===== config.mk =====
export PLATFORM = sky130hd
export DESIGN_NAME = ysyx_22040895_fetch_buf
export DESIGN_NICKNAME = d
export VERILOG_FILES = /design/src/rtl/ysyx_22040895_fetch_buf.sv
export SDC_FILE = /design/constraint.sdc
export NUM_CORES = 1
export LEC_CHECK = 0
export BUFFER_PORTS_ARGS = -buffer_cell sky130_fd_sc_hd__buf_2
export CAP_MARGIN = 20
export CORE_MARGIN = 2
export CORE_UTILIZATION = 45
export DETAILED_ROUTE_END_ITERATION = 7
export GPL_TIMING_DRIVEN = 0
export PLACE_DENSITY = 0.74
export SLEW_MARGIN = 20
export SYNTH_ARGS = -nofsm -noshare
export SYNTH_HDL_FRONTEND = slang
export SYNTH_SLANG_ARGS = --single-unit

===== constraint.sdc =====
create_clock -name clk -period 5.6 [get_ports clk]
set_input_delay 1.12 -clock clk [delete_from_list [all_inputs] [get_ports clk]]
set_output_delay 1.12 -clock clk [all_outputs]
set_load 0.005 [all_outputs]

===== src/rtl/ysyx_22040895_fetch_buf.sv =====
// rtl/ysyx_22040895_fetch_buf.sv - instruction-fetch front end with prefetch FIFO and redirect flush
//
// Issues in-order fetch requests, buffers up to DEPTH returned instructions
// with their PCs, and presents the oldest one to the decoder.
//
// Ports:
//   clk, rst                 single clock, synchronous active-high reset
//   req_valid_o/req_ready_i  fetch request handshake, address on req_addr_o
//   resp_valid_i/resp_data_i one in-order response per accepted request
//   inst_valid_o/inst_ready_i decoder handshake, head entry on inst_o/pc_o
//   redirect_i/redirect_pc_i flush and restart fetch at a new PC
module ysyx_22040895_fetch_buf #(
    parameter int                ADDR_W   = 64,
    parameter int                INST_W   = 32,
    parameter int                DEPTH    = 4,
    parameter logic [ADDR_W-1:0] RESET_PC = ADDR_W'(64'h8000_0000)
) (
    input  logic              clk,
    input  logic              rst,
    output logic              req_valid_o,
    input  logic              req_ready_i,
    output logic [ADDR_W-1:0] req_addr_o,
    input  logic              resp_valid_i,
    input  logic [INST_W-1:0] resp_data_i,
    output logic              inst_valid_o,
    input  logic              inst_ready_i,
    output logic [INST_W-1:0] inst_o,
    output logic [ADDR_W-1:0] pc_o,
    input  logic              redirect_i,
    input  logic [ADDR_W-1:0] redirect_pc_i
);

    localparam int PW = $clog2(DEPTH);
    localparam int CW = PW + 1;

    logic [ADDR_W-1:0] fetch_pc_q, fetch_pc_d;
    logic [ADDR_W-1:0] resp_pc_q,  resp_pc_d;
    logic [CW-1:0]     count_q,    count_d;
    logic [CW-1:0]     inflight_q, inflight_d;
    logic [CW-1:0]     drop_q,     drop_d;
    logic [PW-1:0]     rd_ptr_q,   rd_ptr_d;
    logic [PW-1:0]     wr_ptr_q,   wr_ptr_d;
    logic [ADDR_W-1:0] pc_mem_q   [DEPTH];
    logic [ADDR_W-1:0] pc_mem_d   [DEPTH];
    logic [INST_W-1:0] inst_mem_q [DEPTH];
    logic [INST_W-1:0] inst_mem_d [DEPTH];

    logic [CW:0] used;
    logic        req_fire;
    logic        resp_ok;
    logic        push;
    logic        pop;

    // Buffered entries plus outstanding requests never exceed DEPTH, so a
    // response always has a free slot to land in.
    assign used        = {1'b0, count_q} + {1'b0, inflight_q};
    assign req_valid_o = !rst && !redirect_i && (used < (CW+1)'(DEPTH));
    assign req_addr_o  = fetch_pc_q;

    assign inst_valid_o = (count_q != '0);
    assign inst_o       = inst_mem_q[rd_ptr_q];
    assign pc_o         = pc_mem_q[rd_ptr_q];

    always_comb begin
        fetch_pc_d = fetch_pc_q;
        resp_pc_d  = resp_pc_q;
        count_d    = count_q;
        inflight_d = inflight_q;
        drop_d     = drop_q;
        rd_ptr_d   = rd_ptr_q;
        wr_ptr_d   = wr_ptr_q;
        pc_mem_d   = pc_mem_q;
        inst_mem_d = inst_mem_q;

        // A response with nothing outstanding is a bus protocol error; ignore it.
        resp_ok  = resp_valid_i && (inflight_q != '0);
        req_fire = req_valid_o && req_ready_i;
        push     = resp_ok && (drop_q == '0) && !redirect_i;
        pop      = inst_valid_o && inst_ready_i && !redirect_i;

        if (redirect_i) begin
            fetch_pc_d = redirect_pc_i & ~ADDR_W'(3);
            resp_pc_d  = redirect_pc_i & ~ADDR_W'(3);
            count_d    = '0;
            rd_ptr_d   = '0;
            wr_ptr_d   = '0;
            // Every request still outstanding after this cycle belongs to the
            // old path, including any we were already dropping.
            inflight_d = inflight_q - CW'(resp_ok);
            drop_d     = inflight_q - CW'(resp_ok);
        end else begin
            if (req_fire) begin
                fetch_pc_d = fetch_pc_q + ADDR_W'(4);
            end
            inflight_d = inflight_q + CW'(req_fire) - CW'(resp_ok);
            if (resp_ok && (drop_q != '0)) begin
                drop_d = drop_q - CW'(1);
            end
            if (push) begin
                pc_mem_d[wr_ptr_q]   = resp_pc_q;
                inst_mem_d[wr_ptr_q] = resp_data_i;
                wr_ptr_d             = wr_ptr_q + PW'(1);
                resp_pc_d            = resp_pc_q + ADDR_W'(4);
            end
            if (pop) begin
                rd_ptr_d = rd_ptr_q + PW'(1);
            end
            count_d = count_q + CW'(push) - CW'(pop);
        end
    end

    always_ff @(posedge clk) begin
        if (rst) begin
            fetch_pc_q <= RESET_PC;
            resp_pc_q  <= RESET_PC;
            count_q    <= '0;
            inflight_q <= '0;
            drop_q     <= '0;
            rd_ptr_q   <= '0;
            wr_ptr_q   <= '0;
            for (int i = 0; i < DEPTH; i++) begin
                pc_mem_q[i]   <= '0;
                inst_mem_q[i] <= '0;
            end
        end else begin
            fetch_pc_q <= fetch_pc_d;
            resp_pc_q  <= resp_pc_d;
            count_q    <= count_d;
            inflight_q <= inflight_d;
            drop_q     <= drop_d;
            rd_ptr_q   <= rd_ptr_d;
            wr_ptr_q   <= wr_ptr_d;
            pc_mem_q   <= pc_mem_d;
            inst_mem_q <= inst_mem_d;
        end
    end

endmodule

==> impl_metrics.yaml <==
power:
  seq_power_share_pct: 45.1
  clkPwrFrac_pct: 43.3
  power_leakage_nw: 9.38
  p_sw_share_pct: 26.8
  switching_power_mw: 2.32
  intPower_mw: 6.35
  share_comb_of_total_power_pct: 11.6
  total_power_mw: 8.67
  pwr_density_cell_nw_per_um2: 322
  vdd_drop_max_uv: 249
final_layout:
  design_area_um2: 26900
  area_growth_pct: 17.3
  drive_gt1_share_pct: 15.0
  fillers: 4718
  multi_input_comb_area_um2: 11700
  fin_util_pct: 53.6
  final_net_count: 3212
  regArea_um2: 10300
timing:
  fin_crit_ns: 5.19
  hold_viol: 0
  max_freq_ghz: 0.193
  fin_tns_setup_ns: 0
  setup_viol: 0
  worstMarginPinSlew_ns: 0.991
  max_slew_margin_pct: 33.3
  fin_crit_sh_pct: 92.6
  grt_setup_unrepaired: "no"
  finalMaxSlewViolations: 0
  skew_ns: 0.0268
die:
  core_area_um2: 50300
  die_x_um: 230
  dieArea_um2: 52900
  pin_count: 264
  start_util_pct: 45.7
  num_rows: 82
  die_h_um: 230
drt:
  routed_via_density: 5.65
  drt-met1-wl_mm: 31.0
  vias: 21500
  routed.top_layer: "met5"
  ant_nets: 0
  wl_met2_mm: 33.8
  routed_wl_mm: 74.4
  first_pass_iters: 6
  wl_per_cell_um: 19.5
  route.met3.wl_mm: 6.63
  drt-initial-drc-count: 2350
  drc: 0
status:
  status: "finished, final reports clean"
placement:
  routabilityCongestion: 0.961
  io_buffers: 255
  place_area_um2: 25100
  dp_hpwl_mm: 53.2
yosys:
  syn_inst: 2778
  synthDistinctLibCells: 68
  yosys_warnings: 0
  synthArstFlopShare_pct: 0
  netlist_area_um2: 23000
  avgSynthCellArea_um2: 8.27
  synth_edf_count: 0
  ys_ff_latch: 513
  ys_seq_area_share_pct: 44.7
  synthFlopType: "dfxtp_1"
clocking:
  clock_tree.root_cell: "clkbuf_16"
  ctsHoldBuffers: 0
  clock_latency_ns: 0.62
  clkSinkCount: 513
  cts.path.max_buffers: 3
  cts_resized: 0
  tritoncts.num_buffers: 54
  cts_tree: "built"
  cts_setup_buffers: 0
  clk_pin_slew_ns: 0.07
  h-tree-depth: 2
setup_path:
  worst_setup_path_start_kind: "input port"
  endpoint_kind: "register"
  cpMostUsedCell: "clkbuf_1"
  arrival_ns: 5.67
  critPathMaxStageDelay_ns: 0.81
  crit_buf_inv: 7
  critPathRequiredTime_ns: 6.08
  r2r_start: "inflight_q[2]$_SDFF_PP0_"
  regToRegEndpoint: "inflight_q[2]$_SDFF_PP0_"
  crit_family: "buffers and inverters"
  reg2reg_depth: 15
  r2r_slack_ns: 0.68
  crit_chain: "clkbuf_1 > or2_1 > clkbuf_1 > nor4b_4 > inv_2 > clkbuf_1 > clkbuf_1 > buf_1 > ha_1 > inv_1 > ha_1 > fa_1 > xor2_1 > o21ai_0 > xnor2_1 > nor2_1"
  crit_type: "input port to register"
  worstPathMaxFanout: 10
  crit_slowest_cell: "nor4b_4"
worst_hold_path:
  hold-path-endpoint: "pc_mem_q[4]$_SDFFE_PP0P_"
  hp-start: "pc_mem_q[4]$_SDFFE_PP0P_"
  hold_path_depth: 2
  hp-class: "register to register"
global_route:
  gr-total-overflow: 0
  grt_pass1_vias: 20500
  grt_pass1_wl_mm: 115
  grt_usage_pct: 27.5
  antenna_found_initial: 2
  grt_max_degree: 15
run:
  cap_violations: 0
## sequential cells by signal, indices dropped and copies added (netlist names)
signal / cells
resp_pc_q: 62
inst_mem_q: 128
pc_mem_q: 248
req_addr_o: 62
inflight_q: 3
wr_ptr_q: 2
count_q: 3
drop_q: 3
rd_ptr_q: 2
## layout make-up
cell class | count | area share, %
clock buffer | 75 | 5.76
inverter | 28 | 0.390
clock inverter | 23 | 1.07
sequential | 513 | 38.1
buffer | 244 | 3.55
timing repair buffer | 255 | 4.74
multi-input combinational | 1996 | 43.2
tap | 672 | 3.12
antenna | 1 | 0.00929
## metal layers
metal  vias to the layer above  global-route usage (%)
met1                     10100                    37.3
li1                      10100                       -
met5                         -                       0
met2                      1040                    43.4
met4                         2                    12.0
met3                       203                    4.22
## cell families (layout without fill, tap and decap cells)
logic type	count (synthesis)	in the layout	synth area share, %
AO/OA/AOI/OAI	587	587	14.1
XOR/XNOR	89	89	3.39
adder cells (fa/ha/maj)	18	18	1.05
buffers and inverters	272	625	4.62
flip-flops	513	513	44.7
multiplexers	105	105	9.70
other	1	5	0.0163
AND/OR/NAND/NOR	1193	1193	22.4
## through the flow
| stage | std cells | hold WS [ns] | worst slack (ns) |
|---|---|---|---|
| finish | 3807 | 0.451 | 0.413 |
| floorplan | 2781 | 0.433 | 1.33 |
| global placement | 3708 | 0.439 | 0.00717 |
| global route | 3806 | 0.464 | 0.354 |
| detailed placement | 3708 | 0.445 | -0.0312 |
| CTS | 3806 | 0.453 | 0.602 |
## synthesized netlist by cell type, types with 26 or more instances
cell	n	share of area [%]
and3_1	26	0.71
clkbuf_1	194	3.2
buf_1	31	0.51
nand2_1	846	14
inv_1	27	0.44
o21ai_0	34	0.74
nand4_1	47	1.3
nand3_1	56	1.2
a21oi_1	439	9.6
xor2_1	52	2.0
dfxtp_1	513	45
mux4_2	94	9.2
xnor2_1	37	1.4
nor2_1	90	1.5
nor3_1	35	0.76
## tightest hold or removal path, stage by stage (launching register included)
cell and delay [ns]:
dfxtp_1 0.31, nand2_1 0.05, a21oi_1 0.05
## worst max path at each step
stage,startpoint,to,slack (ns),cells after the start
after floorplan,rst,inflight_q[2]$_SDFF_PP0_,1.33,16
after global placement,rst,inflight_q[2]$_SDFF_PP0_,0.007,16
after detailed placement,rst,inflight_q[2]$_SDFF_PP0_,-0.03,16
after CTS,rst,inflight_q[2]$_SDFF_PP0_,0.60,16
after global routing,rst,inflight_q[2]$_SDFF_PP0_,0.35,16
final,rst,inflight_q[2]$_SDFF_PP0_,0.41,16
## power groups by stage
stage | registers (mW) | clock network, mW | logic, mW
5_1_grt | 3.93 | 3.92 | 1.09
6_report | 3.91 | 3.76 | 1.00
3_3_place_gp | 3.98 | 0 | 0.972
2_1_floorplan | 3.95 | 0 | 0.600
3_5_place_dp | 3.99 | 0 | 0.983
4_1_cts | 3.91 | 3.79 | 0.991
## cells in the final DEF (no fill, tap or decap), types with 12 or more instances in the layout
cell         n
o21ai_0     34
nor4_1      16
dfxtp_1    513
a31oi_1     16
nor2_1      90
nand2_1    846
inv_1       27
clkbuf_1   204
nor3_1      34
clkbuf_16   55
and3_1      26
buf_2      267
a21oi_1    439
ha_1        16
xor2_1      52
a211oi_1    24
and4_1      14
xnor2_1     37
mux4_2      94
buf_1       31
or3_1       12
clkinv_2    13
nand4_1     47
nand3_1     56
a21boi_0    13
Note: power is estimated with default switching activity, not from simulation.
